### config.mk
export PLATFORM = sky130hd
export DESIGN_NAME = gyro_down_timer_flat
export DESIGN_NICKNAME = d
export VERILOG_FILES = /design/src/rtl/gyro_down_timer_if.sv /design/src/rtl/gyro_down_timer.sv /design/src/flat_wrapper.sv
export SDC_FILE = /design/constraint.sdc
export NUM_CORES = 1
export LEC_CHECK = 0
export ABC_CLOCK_PERIOD_IN_PS = 2350
export CORE_MARGIN = 3
export CORE_UTILIZATION = 48
export DETAILED_ROUTE_END_ITERATION = 6
export PLACE_DENSITY = 0.77
export SYNTH_ARGS = -nofsm -noshare
export SYNTH_HDL_FRONTEND = slang
export SYNTH_SLANG_ARGS = --single-unit
### constraint.sdc
create_clock -name clock -period 2.35 [get_ports clock]
set_clock_uncertainty 0.15 [all_clocks]
set_input_delay 0.47 -clock clock [delete_from_list [all_inputs] [get_ports clock]]
set_output_delay 0.47 -clock clock [all_outputs]
set_load 0.03 [all_outputs]
### src/rtl/gyro_down_timer_if.sv
// gyro_down_timer_if
//   Groups the control and status signals of gyro_down_timer so the timer
//   can be wired to the register bank as a single port.
//
//   Parameters
//     WIDTH       counter / reload width
//     PRESCALE_W  prescaler width
//
//   Signals
//     load, load_value, en, auto_reload, prescale : controller -> timer
//     count, busy, tick, tc_pulse                 : timer -> controller
//
//   Modports
//     master : the controller side (register bank or testbench)
//     slave  : the timer itself
interface gyro_down_timer_if #(
    parameter int WIDTH      = 16,
    parameter int PRESCALE_W = 8
);
    logic                  load;
    logic [WIDTH-1:0]      load_value;
    logic                  en;
    logic                  auto_reload;
    logic [PRESCALE_W-1:0] prescale;
    logic [WIDTH-1:0]      count;
    logic                  busy;
    logic                  tick;
    logic                  tc_pulse;

    modport master (
        output load, load_value, en, auto_reload, prescale,
        input  count, busy, tick, tc_pulse
    );

    modport slave (
        input  load, load_value, en, auto_reload, prescale,
        output count, busy, tick, tc_pulse
    );
endinterface

### src/rtl/gyro_down_timer.sv
// gyro_down_timer
//   Programmable down-timer with synchronous load, clock-enable prescaler,
//   one-shot / auto-reload modes and a registered terminal-count pulse.
//   Everything runs on the single clock; no derived clocks are produced.
//
//   Parameters
//     WIDTH       counter and reload width (2..32)
//     PRESCALE_W  prescaler width; divide ratio is prescale+1
//
//   Ports
//     clock    sole clock, rising edge
//     reset_n  asynchronous active-low reset
//     bus      gyro_down_timer_if.slave:
//                load/load_value  synchronous load (priority over counting)
//                en               count enable (freezes prescaler + counter)
//                auto_reload      1 = periodic, 0 = one-shot (sampled live)
//                prescale         prescaler terminal value (sampled live)
//                count            registered counter value
//                busy             registered armed/running flag
//                tick             combinational decrement strobe
//                tc_pulse         registered terminal-count pulse
module gyro_down_timer #(
    parameter int WIDTH      = 16,
    parameter int PRESCALE_W = 8
) (
    input  logic            clock,
    input  logic            reset_n,
    gyro_down_timer_if.slave bus
);

    logic [WIDTH-1:0]      count_reg,  count_next;
    logic [WIDTH-1:0]      reload_reg, reload_next;
    logic [PRESCALE_W-1:0] pcnt_reg,   pcnt_next;
    logic                  busy_reg,   busy_next;
    logic                  tc_reg,     tc_next;
    logic                  tick;

    // ">=" rather than "==" so that lowering prescale below the current
    // prescaler value fires on the next cycle instead of wrapping round.
    assign tick = bus.en & busy_reg & ~bus.load & (pcnt_reg >= bus.prescale);

    always_comb begin
        count_next  = count_reg;
        reload_next = reload_reg;
        pcnt_next   = pcnt_reg;
        busy_next   = busy_reg;
        tc_next     = 1'b0;          // pulse lasts exactly one cycle

        if (bus.load) begin
            // Load wins over everything, including a pending terminal tick.
            count_next  = bus.load_value;
            reload_next = bus.load_value;
            pcnt_next   = '0;
            busy_next   = (bus.load_value != '0);
        end else if (bus.en && busy_reg) begin
            if (tick) begin
                pcnt_next = '0;
                if (count_reg != WIDTH'(1)) begin
                    count_next = count_reg - WIDTH'(1);
                end else if (bus.auto_reload) begin
                    // reload_reg is non-zero here: busy only rises on a
                    // non-zero load, so the period can never collapse to 0.
                    count_next = reload_reg;
                    tc_next    = 1'b1;
                end else begin
                    count_next = '0;
                    busy_next  = 1'b0;
                    tc_next    = 1'b1;
                end
            end else begin
                pcnt_next = pcnt_reg + PRESCALE_W'(1);
            end
        end
    end

    always_ff @(posedge clock or negedge reset_n) begin
        if (!reset_n) begin
            count_reg  <= '0;
            reload_reg <= '0;
            pcnt_reg   <= '0;
            busy_reg   <= 1'b0;
            tc_reg     <= 1'b0;
        end else begin
            count_reg  <= count_next;
            reload_reg <= reload_next;
            pcnt_reg   <= pcnt_next;
            busy_reg   <= busy_next;
            tc_reg     <= tc_next;
        end
    end

    assign bus.count    = count_reg;
    assign bus.busy     = busy_reg;
    assign bus.tick     = tick;
    assign bus.tc_pulse = tc_reg;

endmodule

### src/flat_wrapper.sv
// flat-port wrapper written by rule: the top's interface ports become plain ports
module gyro_down_timer_flat 
#(
    parameter int WIDTH      = 16,
    parameter int PRESCALE_W = 8
)
  (clock, reset_n, bus_load, bus_load_value, bus_en, bus_auto_reload, bus_prescale, bus_count, bus_busy, bus_tick, bus_tc_pulse);
  gyro_down_timer_if #(.WIDTH(WIDTH), .PRESCALE_W(PRESCALE_W)) bus_i ();
  input  logic clock;
  input  logic reset_n;
  input wire logic [$bits(bus_i.load)-1:0] bus_load;
  input wire logic [$bits(bus_i.load_value)-1:0] bus_load_value;
  input wire logic [$bits(bus_i.en)-1:0] bus_en;
  input wire logic [$bits(bus_i.auto_reload)-1:0] bus_auto_reload;
  input wire logic [$bits(bus_i.prescale)-1:0] bus_prescale;
  output wire logic [$bits(bus_i.count)-1:0] bus_count;
  output wire logic [$bits(bus_i.busy)-1:0] bus_busy;
  output wire logic [$bits(bus_i.tick)-1:0] bus_tick;
  output wire logic [$bits(bus_i.tc_pulse)-1:0] bus_tc_pulse;
  assign bus_i.load = bus_load;
  assign bus_i.load_value = bus_load_value;
  assign bus_i.en = bus_en;
  assign bus_i.auto_reload = bus_auto_reload;
  assign bus_i.prescale = bus_prescale;
  assign bus_count = bus_i.count;
  assign bus_busy = bus_i.busy;
  assign bus_tick = bus_i.tick;
  assign bus_tc_pulse = bus_i.tc_pulse;
  gyro_down_timer #(.WIDTH(WIDTH), .PRESCALE_W(PRESCALE_W)) u_core (.clock(clock), .reset_n(reset_n), .bus(bus_i));
endmodule
==> metrics, run 1 <==
Die Y 81.6 um; synth unique cells 58; Hold Path Class in2async; YS warnings 0; DR iter-0 viols 388; via count 2884; Yosys top cell by area dfrtp_1; leakage power 0.00169 uW; CTS buffer count 5; total design power 2170 uW; cell internal pwr roughly 1400 uW; die area 6660 um2; Final Setup Violations 25; Detail Placement HPWL 5670 um; clock sinks 42; CTS hold repair buffers 0; Synth Area per Inst 9.46 um2; pwr/cell area 536 nW/um2; failing checks negative setup slack; Final #Nets 418; register area share after synthesis 38.3%; vias in the first global route 2780; Post-synth ARST share 100%; post-route ant nets 0; Flop pwr share 41.4%; largest net degree at the start of global routing 43; max-cap check violation count 0; Post-Route WL around 9000 um; Total Routing Usage GR 27.5%; vias per inst approximately 6.4; GPL Wtd Cong 0.877; Post-synth EDFFs 0; row count 26; Mapped Cells 290; CTS Buffer Depth 2; Synth Flop Type dfrtp_1; P&R area growth vs syn 47.6%; Final Util 76.4%; crit path max fanout 2; sw frac 35.6%; Hold Slack 0.0876 ns; DRC Markers 0; critical path endpoint category primary output; setup tns final -3.77 ns; CTS clk-pin slew, worst paths 0.08 ns; post-synthesis cell area approximately 2700 um2; CP required 1.73 ns; kind of critical path reg2out; Ports 48; clock latency on the worst-skew pair 0.30 ns; share of layout cells above drive strength 1 34.3%; post-synth top area share 38.3%; CTS tree yes; DP Cell Count 433; fin crit period 2.65 ns; Non-Filler Instances 449; outcome complete, but fails checks; VDD IR max about 0.33 mV; first-pass GRT wire length 13800 um; die width between 80 and 90 um; crit path DAT 2.03 ns; unrepaired setup endpoints after global routing true; Synth Register Bits 42; final number of hold-violating endpoints 0; Worst Setup Start Kind register; Slew Viols, Final 0; Comb pwr share 35.9%; Root Driver clkbuf_8; syn nets 330; relative slew slack 16.1%; H-Tree Depth 2; # port buffers 47; Worst Max-Slew Pin Slew 1.25 ns; top area cells in the synthesized netlist dfrtp_1, ha_1, mux2_2; f_max ~380 MHz; Initial Util 51.7%; Core ar. 5300 um2; GRT overflow 0; TritonRoute pass-1 iters 5; drt wl/cell 20.0 um; initial antenna violation count 0; PnR worst setup slack -0.304 ns; Tcrit/Tclk final 113%; Fill cells 350; clock group share of total power 22.7%; Net Switching a little under 800 uW; Ant. Diodes 0
## final timing paths
path | from | to | slack, ns | depth (start not counted)
worst min-delay path | reset_n | u_core.bus.count[1] | 0.09 | 2
max in group asynchronous | reset_n | u_core.pcnt_reg[3] | 1.58 | 2
min in group clock | u_core.reload_reg[5] | u_core.reload_reg[5] | 0.35 | 1
worst max register to register | u_core.pcnt_reg[0] | u_core.bus.count[1] | -0.18 | 9
worst max-delay path | u_core.pcnt_reg[0] | bus_tick | -0.30 | 8
worst min register to register | u_core.reload_reg[5] | u_core.reload_reg[5] | 0.35 | 1
## metrics by stage
| stage | worst slack, ns | cell area (um2) |
|---|---|---|
| 3_3_place_gp | -0.940 | 3580 |
| 6_report | -0.304 | 4050 |
| 5_1_grt | -0.349 | 4050 |
| 4_1_cts | -0.308 | 3910 |
| 2_1_floorplan | -0.0243 | 2790 |
| 3_5_place_dp | -0.984 | 3580 |
## cells in the mapped netlist, drive strengths merged (4+ instances only)
library cell and instances:
o21ai 23, clkbuf 7, a32o 5, inv 23, buf 11, o31ai 11, a41oi 4, nand3 18
dfrtp 42, a21oi 11, o22ai 4, nor3 9, nor2 9, nor4 11, ha 11, mux2 11
a31oi 7, and3 4, nand2 24, nand4 5
## cell usage in the layout, fill, tap and decap left out, types with 4 or more instances in the layout
master	Yosys	final
dlygate4sd2_1	0	4
o31ai_2	2	7
clkbuf_8	0	6
inv_1	23	21
nand4_1	4	4
nand3_1	18	16
a21oi_1	9	7
nor2_1	9	7
ha_4	0	4
buf_4	2	42
o21ai_0	20	15
a32o_1	5	5
ha_1	11	6
o21ai_2	0	5
mux2_2	11	9
nor4_1	9	8
clkdlybuf4s50_1	0	39
buf_6	3	6
a31oi_1	7	5
and3_1	4	4
nand2_1	23	20
nor3_1	7	7
dfrtp_1	42	42
## kinds of logic (layout without fill, tap and decap cells)
group / Yosys count / after routing / synth area share, %
AOI/OAI and AO/OA: 85 / 85 / 23.0
xor gates and xnor gates: 3 / 3 / 0.958
adders and majority gates: 11 / 11 / 5.02
buffers and inverters: 41 / 130 / 6.89
DFF: 42 / 42 / 38.3
muxes: 12 / 12 / 4.88
and+or+nand+nor: 96 / 96 / 21.0
## worst max-delay path: stages, from the launching register on
cell and delay [ns]:
dfrtp_1 0.40, inv_2 0.08, ha_4 0.19, nand2b_4 0.14, a2111o_1 0.42, a31o_4 0.26, nand2_4 0.08, nor2_4 0.03
buf_6 0.14
## repair_timing
item,4_1_cts,5_1_grt
resized for setup,51,26
cloned,1,0
endpoints found under the setup margin,26,26
pin swaps,22,17
setup buffers,7,2
## layer usage
| metal | up-vias | global-route usage (%) | share of wire [%] | wire, um |
|---|---|---|---|---|
| li1 | 1278 | - | - | - |
| met1 | 1398 | 35.5 | 39 | 3550 |
| met2 | 177 | 45.3 | 48 | 4320 |
| met3 | 31 | 4.93 | 9.2 | 828 |
| met4 | 0 | 11.6 | 3.3 | 301 |
| met5 | - | 0 | 0 | 0 |
## layout make-up
class / count / area [um2] / area share [%]
clock buffer: 7 / 86.3 / 2.13
clock inverter: 1 / 5.00 / 0.124
inverter: 23 / 86.3 / 2.13
multi-input combinational: 207 / 1810 / 44.6
sequential: 42 / 1050 / 26.0
tap: 70 / 87.6 / 2.16
timing repair buffer: 99 / 926 / 22.9
## power groups by stage
| stage | registers, uW | logic (uW) | clock network (uW) |
|---|---|---|---|
| 3_3_place_gp | 902 | 682 | 0 |
| 6_report | 898 | 779 | 494 |
| 2_1_floorplan | 991 | 275 | 0 |
| 5_1_grt | 909 | 828 | 527 |
| 4_1_cts | 893 | 744 | 502 |
| 3_5_place_dp | 906 | 693 | 0 |
Power figures use the tool's default switching activity.
==> run 2: changes to the inputs <==
--- a/config.mk
+++ b/config.mk
@@ -6,6 +6,7 @@
 export NUM_CORES = 1
 export LEC_CHECK = 0
 export ABC_CLOCK_PERIOD_IN_PS = 2350
+export CORE_ASPECT_RATIO = 0.6
 export CORE_MARGIN = 3
 export CORE_UTILIZATION = 48
 export DETAILED_ROUTE_END_ITERATION = 6
==> run 2 against run 1 <==
Against the previous run: the run still ends with negative setup slack left; final cell count rose by 0.89%; non-clock buffer count fell by 3; first-iteration DRC count rose by 3.9%; hold slack improved by 0.27 ns; total power fell by 1.0%; sequential share of layout area rose by 0.96 points; worst setup slack improved by 0.054 ns; clock power barely moved; critical path depth did not move; die area rose by 0.45%; combinational power fell by 2.8%; via count fell by 2.8%; critical path type unchanged.
==> metrics, run 2 (same netlist as run 1, synthesis figures left out) <==
largest net degree at the start of global routing 37 (was 43); Worst Setup Start Kind register (unchanged); Final Setup Violations 13 (was 25); register area 1050 um2 (unchanged); CTS Buffer Depth 2 (unchanged); fin area 3910 um2 (was 4050 um2); fin crit period 2.60 ns (was 2.65 ns); kind of critical path reg2out (unchanged); Detail Placement HPWL 6370 um (was 5670 um); vias in the first global route 2693 (was 2780); via count 2802 (was 2884); Placed Instance Area 3570 um2 (was 3580 um2); Core ar. 5280 um2 (was 5300 um2); most frequent cells in the layout dfrtp_1, clkdlybuf4s50_1, buf_4 (was buf_4, dfrtp_1, clkdlybuf4s50_1); CTS buffer count 5 (unchanged); GRT overflow 0 (unchanged); critical path endpoint category primary output (unchanged); pwr/cell area 551 nW/um2 (was 536 nW/um2); setup tns final -0.871 ns (was -3.77 ns); DRC Markers 0 (unchanged); TritonRoute pass-1 iters 5 (unchanged); row count 20 (was 26); final number of hold-violating endpoints 0 (unchanged); leakage power 0.00164 uW (was 0.00169 uW); failing checks negative setup slack (unchanged); Final #Nets 415 (was 418); Worst Max-Slew Pin Slew 1.03 ns (was 1.25 ns); worst-path cell chain inv_2, ha_4, nand2b_4, a2111o_1, a31o_4, nand2_4, nor2_4, buf_6 (unchanged); Root Driver clkbuf_8 (unchanged); # port buffers 47 (unchanged); crit path max fanout 2 (unchanged); Tcrit/Tclk final 111% (was 113%); P&R area growth vs syn 42.3% (was 47.6%); Total Routing Usage GR 27.4% (was 27.5%); Ant. Diodes 0 (unchanged); Post-Route WL 8790 um (was 9000 um); VDD IR max 0.390 mV (was 0.325 mV); unrepaired setup endpoints after global routing true (unchanged); CTS tree yes (unchanged); outcome complete, but fails checks (unchanged); max-cap check violation count 0 (unchanged); Place WS -0.939 ns (was -0.984 ns); Worst R2R Setup Slack -0.11 ns (was -0.18 ns); Slew Viols, Final 0 (unchanged); Ports 48 (unchanged); Crit path max-delay family compound AO/OA/AOI/OAI gates (unchanged); Final Util 74.0% (was 76.4%); clock sinks 42 (unchanged); crit path DAT 1.98 ns (was 2.03 ns); WP buf/inv 2 (unchanged); CP max stage delay 0.40 ns (was 0.42 ns); Die Y 64.6 um (was 81.6 um); CP max-delay cell a2111o_1 (unchanged); first-pass GRT wire length 14400 um (was 13800 um); relative slew slack 30.8% (was 16.1%); most common cell after layout, fill and taps aside dfrtp_1; H-Tree Depth 2 (unchanged); CP required 1.73 ns (about the same); initial antenna violation count 0 (unchanged); CTS clk-pin slew, worst paths 0.09 ns (was 0.08 ns); drt wl/cell 19.4 um (was 20.0 um); GPL Wtd Cong 0.904 (was 0.877); PnR worst setup slack -0.250 ns (was -0.304 ns); Initial Util 52.0% (was 51.7%); Fill cells 373 (was 350); Hold Path Class reg2reg (was in2async); DR iter-0 viols 403 (was 388); vias per inst 6.19 (was 6.42); share of layout cells above drive strength 1 31.6% (was 34.3%); die width 104 um (was 81.6 um); multi-input logic area 1700 um2 (was 1810 um2); f_max 385 MHz (was 377 MHz); post-route ant nets 0 (unchanged); die area 6690 um2 (was 6660 um2); clock latency on the worst-skew pair 0.31 ns (was 0.30 ns)
[run 2: per-layer routing]
metal / global-route usage, % / share of wire [%] / vias to the layer above
li1: - / - / 1272
met1: 40.4 / 45 / 1301
met2: 38.5 / 39 / 208
met3: 9.25 / 14 / 21
met4: 5.97 / 2.0 / 0
met5: 0 / 0 / -
[run 2: worst register-to-register path, cell delays in order (launching register included)]
cell	delay, ns
dfrtp_1	0.39
inv_2	0.07
ha_4	0.18
nand2b_4	0.13
a2111o_1	0.40
buf_4	0.15
buf_6	0.11
a311oi_4	0.25
buf_6	0.19
nand2_8	0.09
o311ai_2	0.24
[run 2: cell type report]
class | instances | area share, %
Multi-Input combinational cell | 207 | 43.5
Clock inverter | 3 | 0.609
Inverter | 23 | 2.21
Sequential cell | 42 | 26.9
Timing Repair Buffer | 96 | 22.5
Clock buffer | 5 | 1.76
Tap cell | 77 | 2.47
[run 2: final timing paths]
check                                      from                   end  cells past startpoint
hold reg to reg            u_core.reload_reg[5]  u_core.reload_reg[5]                      1
min in group asynchronous               reset_n   u_core.bus.count[3]                      2
setup reg to reg             u_core.pcnt_reg[0]    u_core.pcnt_reg[2]                     10
setup / recovery             u_core.pcnt_reg[0]              bus_tick                      8
hold / removal             u_core.reload_reg[5]  u_core.reload_reg[5]                      1
max in group asynchronous               reset_n    u_core.pcnt_reg[2]                      3
[run 2: report_power, final]
part	total (uW)	leakage (uW)	internal (uW)	switching, uW
registers	899	0.000515	798	101
logic	757	0.00108	343	414
clock network	495	0.0000408	213	282
[run 2: repair_timing]
action / CTS / global route
hold buffers: 1 / 0
gates resized for setup: 42 / 20
buffers inserted: 6 / 2
endpoints found under the setup margin: 25 / 26
pin swaps: 17 / 11
hold endpoints to repair: 19 / 0
[run 2: stage by stage]
stage          hold WS, ns  cells  power (uW)
2_1_floorplan       0.0244    290        1270
3_3_place_gp         0.308    438        1570
3_5_place_dp         0.307    438        1590
4_1_cts              0.363    453        2130
5_1_grt              0.395    453        2240
6_report             0.361    453        2150
==> run 3: changes to the inputs <==
--- a/config.mk
+++ b/config.mk
@@ -6,11 +6,12 @@
 export NUM_CORES = 1
 export LEC_CHECK = 0
 export ABC_CLOCK_PERIOD_IN_PS = 2350
-export CORE_ASPECT_RATIO = 0.6
+export CORE_ASPECT_RATIO = 1.5
 export CORE_MARGIN = 3
-export CORE_UTILIZATION = 48
+export CORE_UTILIZATION = 45
+export CTS_BUF_LIST = sky130_fd_sc_hd__clkbuf_8 sky130_fd_sc_hd__clkbuf_16
 export DETAILED_ROUTE_END_ITERATION = 6
-export PLACE_DENSITY = 0.77
+export PLACE_DENSITY = 0.72
 export SYNTH_ARGS = -nofsm -noshare
 export SYNTH_HDL_FRONTEND = slang
 export SYNTH_SLANG_ARGS = --single-unit
==> run 3 against run 2 <==
Against the previous run: final cell count fell by 0.88%; utilization fell by 7.5 points; sequential cell count unchanged; first-iteration DRC count down 41%; highest routed layer unchanged; hold slack better by 0.0014 ns; worst setup slack about the same; global-route usage fell by 3.2 points; combinational power is 2% lower; the run still ends with negative setup slack left.
==> metrics, run 3 (same netlist as run 1, synthesis figures left out) <==
vias per inst 6.01 (was 6.19); CP max stage delay 0.39 ns (was 0.40 ns); max-cap check violation count 0 (unchanged); worst-path cell chain dlygate4sd2_1, ha_4, nand2b_4, a2111o_1, a31o_4, nand2_4, nor2_4, buf_6 (was inv_2, ha_4, nand2b_4, a2111o_1, a31o_4, nand2_4, nor2_4, buf_6); WP buf/inv 2 (unchanged); failing checks negative setup slack (unchanged); clock latency on the worst-skew pair 0.30 ns (was 0.31 ns); GPL Wtd Cong 0.948 (was 0.904); die area 7090 um2 (was 6690 um2); Tcrit/Tclk final 111% (about the same); Fill cells 471 (was 373); post-route ant nets 0 (unchanged); Final Setup Violations 18 (was 13); Slew Viols, Final 0 (unchanged); row count 34 (was 20); TritonRoute pass-1 iters 4 (was 5); vias in the first global route 2741 (was 2693); DR iter-0 viols 239 (was 403); DP Cell Count 434 (was 438); Final #Nets 416 (was 415); total design power 2140 uW (was 2150 uW); pwr/cell area 547 nW/um2 (was 551 nW/um2); kind of critical path in2out (was reg2out); leakage power 0.00165 uW (was 0.00164 uW); first-pass GRT wire length 13600 um (was 14400 um); Die Y 102 um (was 64.6 um); grt met1 use 28.3% (was 40.4%); Core ar. 5870 um2 (was 5280 um2); clock sinks 42 (unchanged); Worst Setup Start Kind input port (was register); fin crit period 2.60 ns (about the same); # port buffers 47 (unchanged); Place WS -0.947 ns (was -0.939 ns); Total Routing Usage GR 24.2% (was 27.4%); worst r2r src u_core.pcnt_reg[0] (unchanged); critical path endpoint category primary output (unchanged); Ant. Diodes 0 (unchanged); most frequent cells in the layout buf_4, dfrtp_1, clkdlybuf4s50_1 (was dfrtp_1, clkdlybuf4s50_1, buf_4); DRC Markers 0 (unchanged); initial antenna violation count 0 (unchanged); Initial Util 46.7% (was 52.0%); Detail Placement HPWL 6040 um (was 6370 um); f_max 385 MHz (about the same); CP required 1.73 ns (about the same); relative slew slack 18.2% (was 30.8%); drt wl/cell 18.3 um (was 19.4 um); Post-Route WL 8210 um (was 8790 um); outcome complete, but fails checks (unchanged); busiest grt layer met2 (was met1); die width 69.8 um (was 104 um); CTS clk-pin slew, worst paths 0.08 ns (was 0.09 ns); CTS buffer count 5 (unchanged); Crit path max-delay family compound AO/OA/AOI/OAI gates (unchanged); Root Driver clkbuf_8 (unchanged); met3 Use GR 3.08% (was 9.25%); via count 2699 (was 2802); final number of hold-violating endpoints 0 (unchanged); crit path max fanout 2 (unchanged); VDD IR max 0.355 mV (was 0.390 mV); share of layout cells above drive strength 1 31.6% (about the same); most common cell after layout, fill and taps aside buf_4 (was dfrtp_1); P&R area growth vs syn 42.2% (was 42.3%); HP Start u_core.reload_reg[5] (unchanged); Worst Max-Slew Pin Slew 1.22 ns (was 1.03 ns); setup tns final -1.75 ns (was -0.871 ns); CP max-delay cell a2111o_1 (unchanged); CTS tree yes (unchanged); Non-Filler Instances 449 (was 453); CTS Buffer Depth 2 (unchanged); largest net degree at the start of global routing 28 (was 37); Hold Path Class reg2reg (unchanged); CP startpoint bus_prescale[0] (was u_core.pcnt_reg[0]); crit path DAT 1.98 ns (about the same); unrepaired setup endpoints after global routing true (unchanged); PnR worst setup slack -0.250 ns (about the same); H-Tree Depth 2 (unchanged); GRT overflow 0 (unchanged); met2 GRT Util 42.8% (was 38.5%); Ports 48 (unchanged)
[run 3: changes by cell type in the layout (fill, tap and decap cells not counted), sizes merged]
cell           delta
buf               +1
clkbuf            +1
clkdlybuf4s15     -1
clkdlybuf4s50     -1
clkinv            +1
clkinvlp          -1
dlygate4sd2       +1
dlymetal6s2s      +1
inv               -1
[run 3: per-layer routing]
metal	wire, um	vias to the layer above
met5	0	-
met4	353	0
met3	419	30
met2	4300	109
met1	3140	1291
li1	-	1269
[run 3: metrics by stage]
| stage | utilization [%] | hold slack (ns) | area, um2 |
|---|---|---|---|
| after global placement | 60.7 | 0.213 | 3560 |
| after global routing | 66.5 | 0.389 | 3900 |
| final | 66.5 | 0.362 | 3900 |
| after detailed placement | 60.7 | 0.222 | 3560 |
| after CTS | 65.8 | 0.365 | 3860 |
| after floorplan | - | 0.0244 | 2790 |
[run 3: worst register-to-register path: stages, from the launching register on]
cell      delay (ns)
dfrtp_1         0.40
inv_2           0.07
ha_4            0.18
nand2b_4        0.13
a2111o_1        0.39
buf_4           0.16
a311oi_4        0.24
buf_4           0.17
buf_12          0.12
nand2_8         0.08
o311ai_2        0.26
[run 3: repair_timing]
item	in CTS	in global routing
pin swaps	19	4
cloned	1	0
gates resized for setup	48	10
hold buffers	1	0
hold endpoints to repair	11	0
setup buffers	6	0
endpoints found under the setup margin	25	25
[run 3: layout make-up]
type / instances / area (um2) / area share [%]
multi-input combinational: 207 / 1700 / 43.5
tap: 72 / 90.1 / 2.31
timing repair buffer: 97 / 883 / 22.6
clock buffer: 6 / 82.6 / 2.12
inverter: 23 / 86.3 / 2.21
sequential: 42 / 1050 / 26.9
clock inverter: 2 / 12.5 / 0.321
[run 3: final timing paths]
path	to	slack, ns	cells after the start
min in group asynchronous	u_core.bus.count[10]	0.42	2
hold reg to reg	u_core.reload_reg[5]	0.36	1
hold / removal	u_core.reload_reg[5]	0.36	1
setup reg to reg	u_core.pcnt_reg[2]	-0.10	10
max in group asynchronous	u_core.pcnt_reg[0]	1.10	3
setup / recovery	bus_tick	-0.25	8
[run 3: power breakdown]
group | leakage (uW) | total [uW] | switching [uW] | internal (uW)
Sequential | 0.000515 | 897 | 99.3 | 798
Combinational | 0.00109 | 740 | 397 | 343
Clock | 0.0000472 | 498 | 262 | 236
Total | 0.00165 | 2140 | 758 | 1380
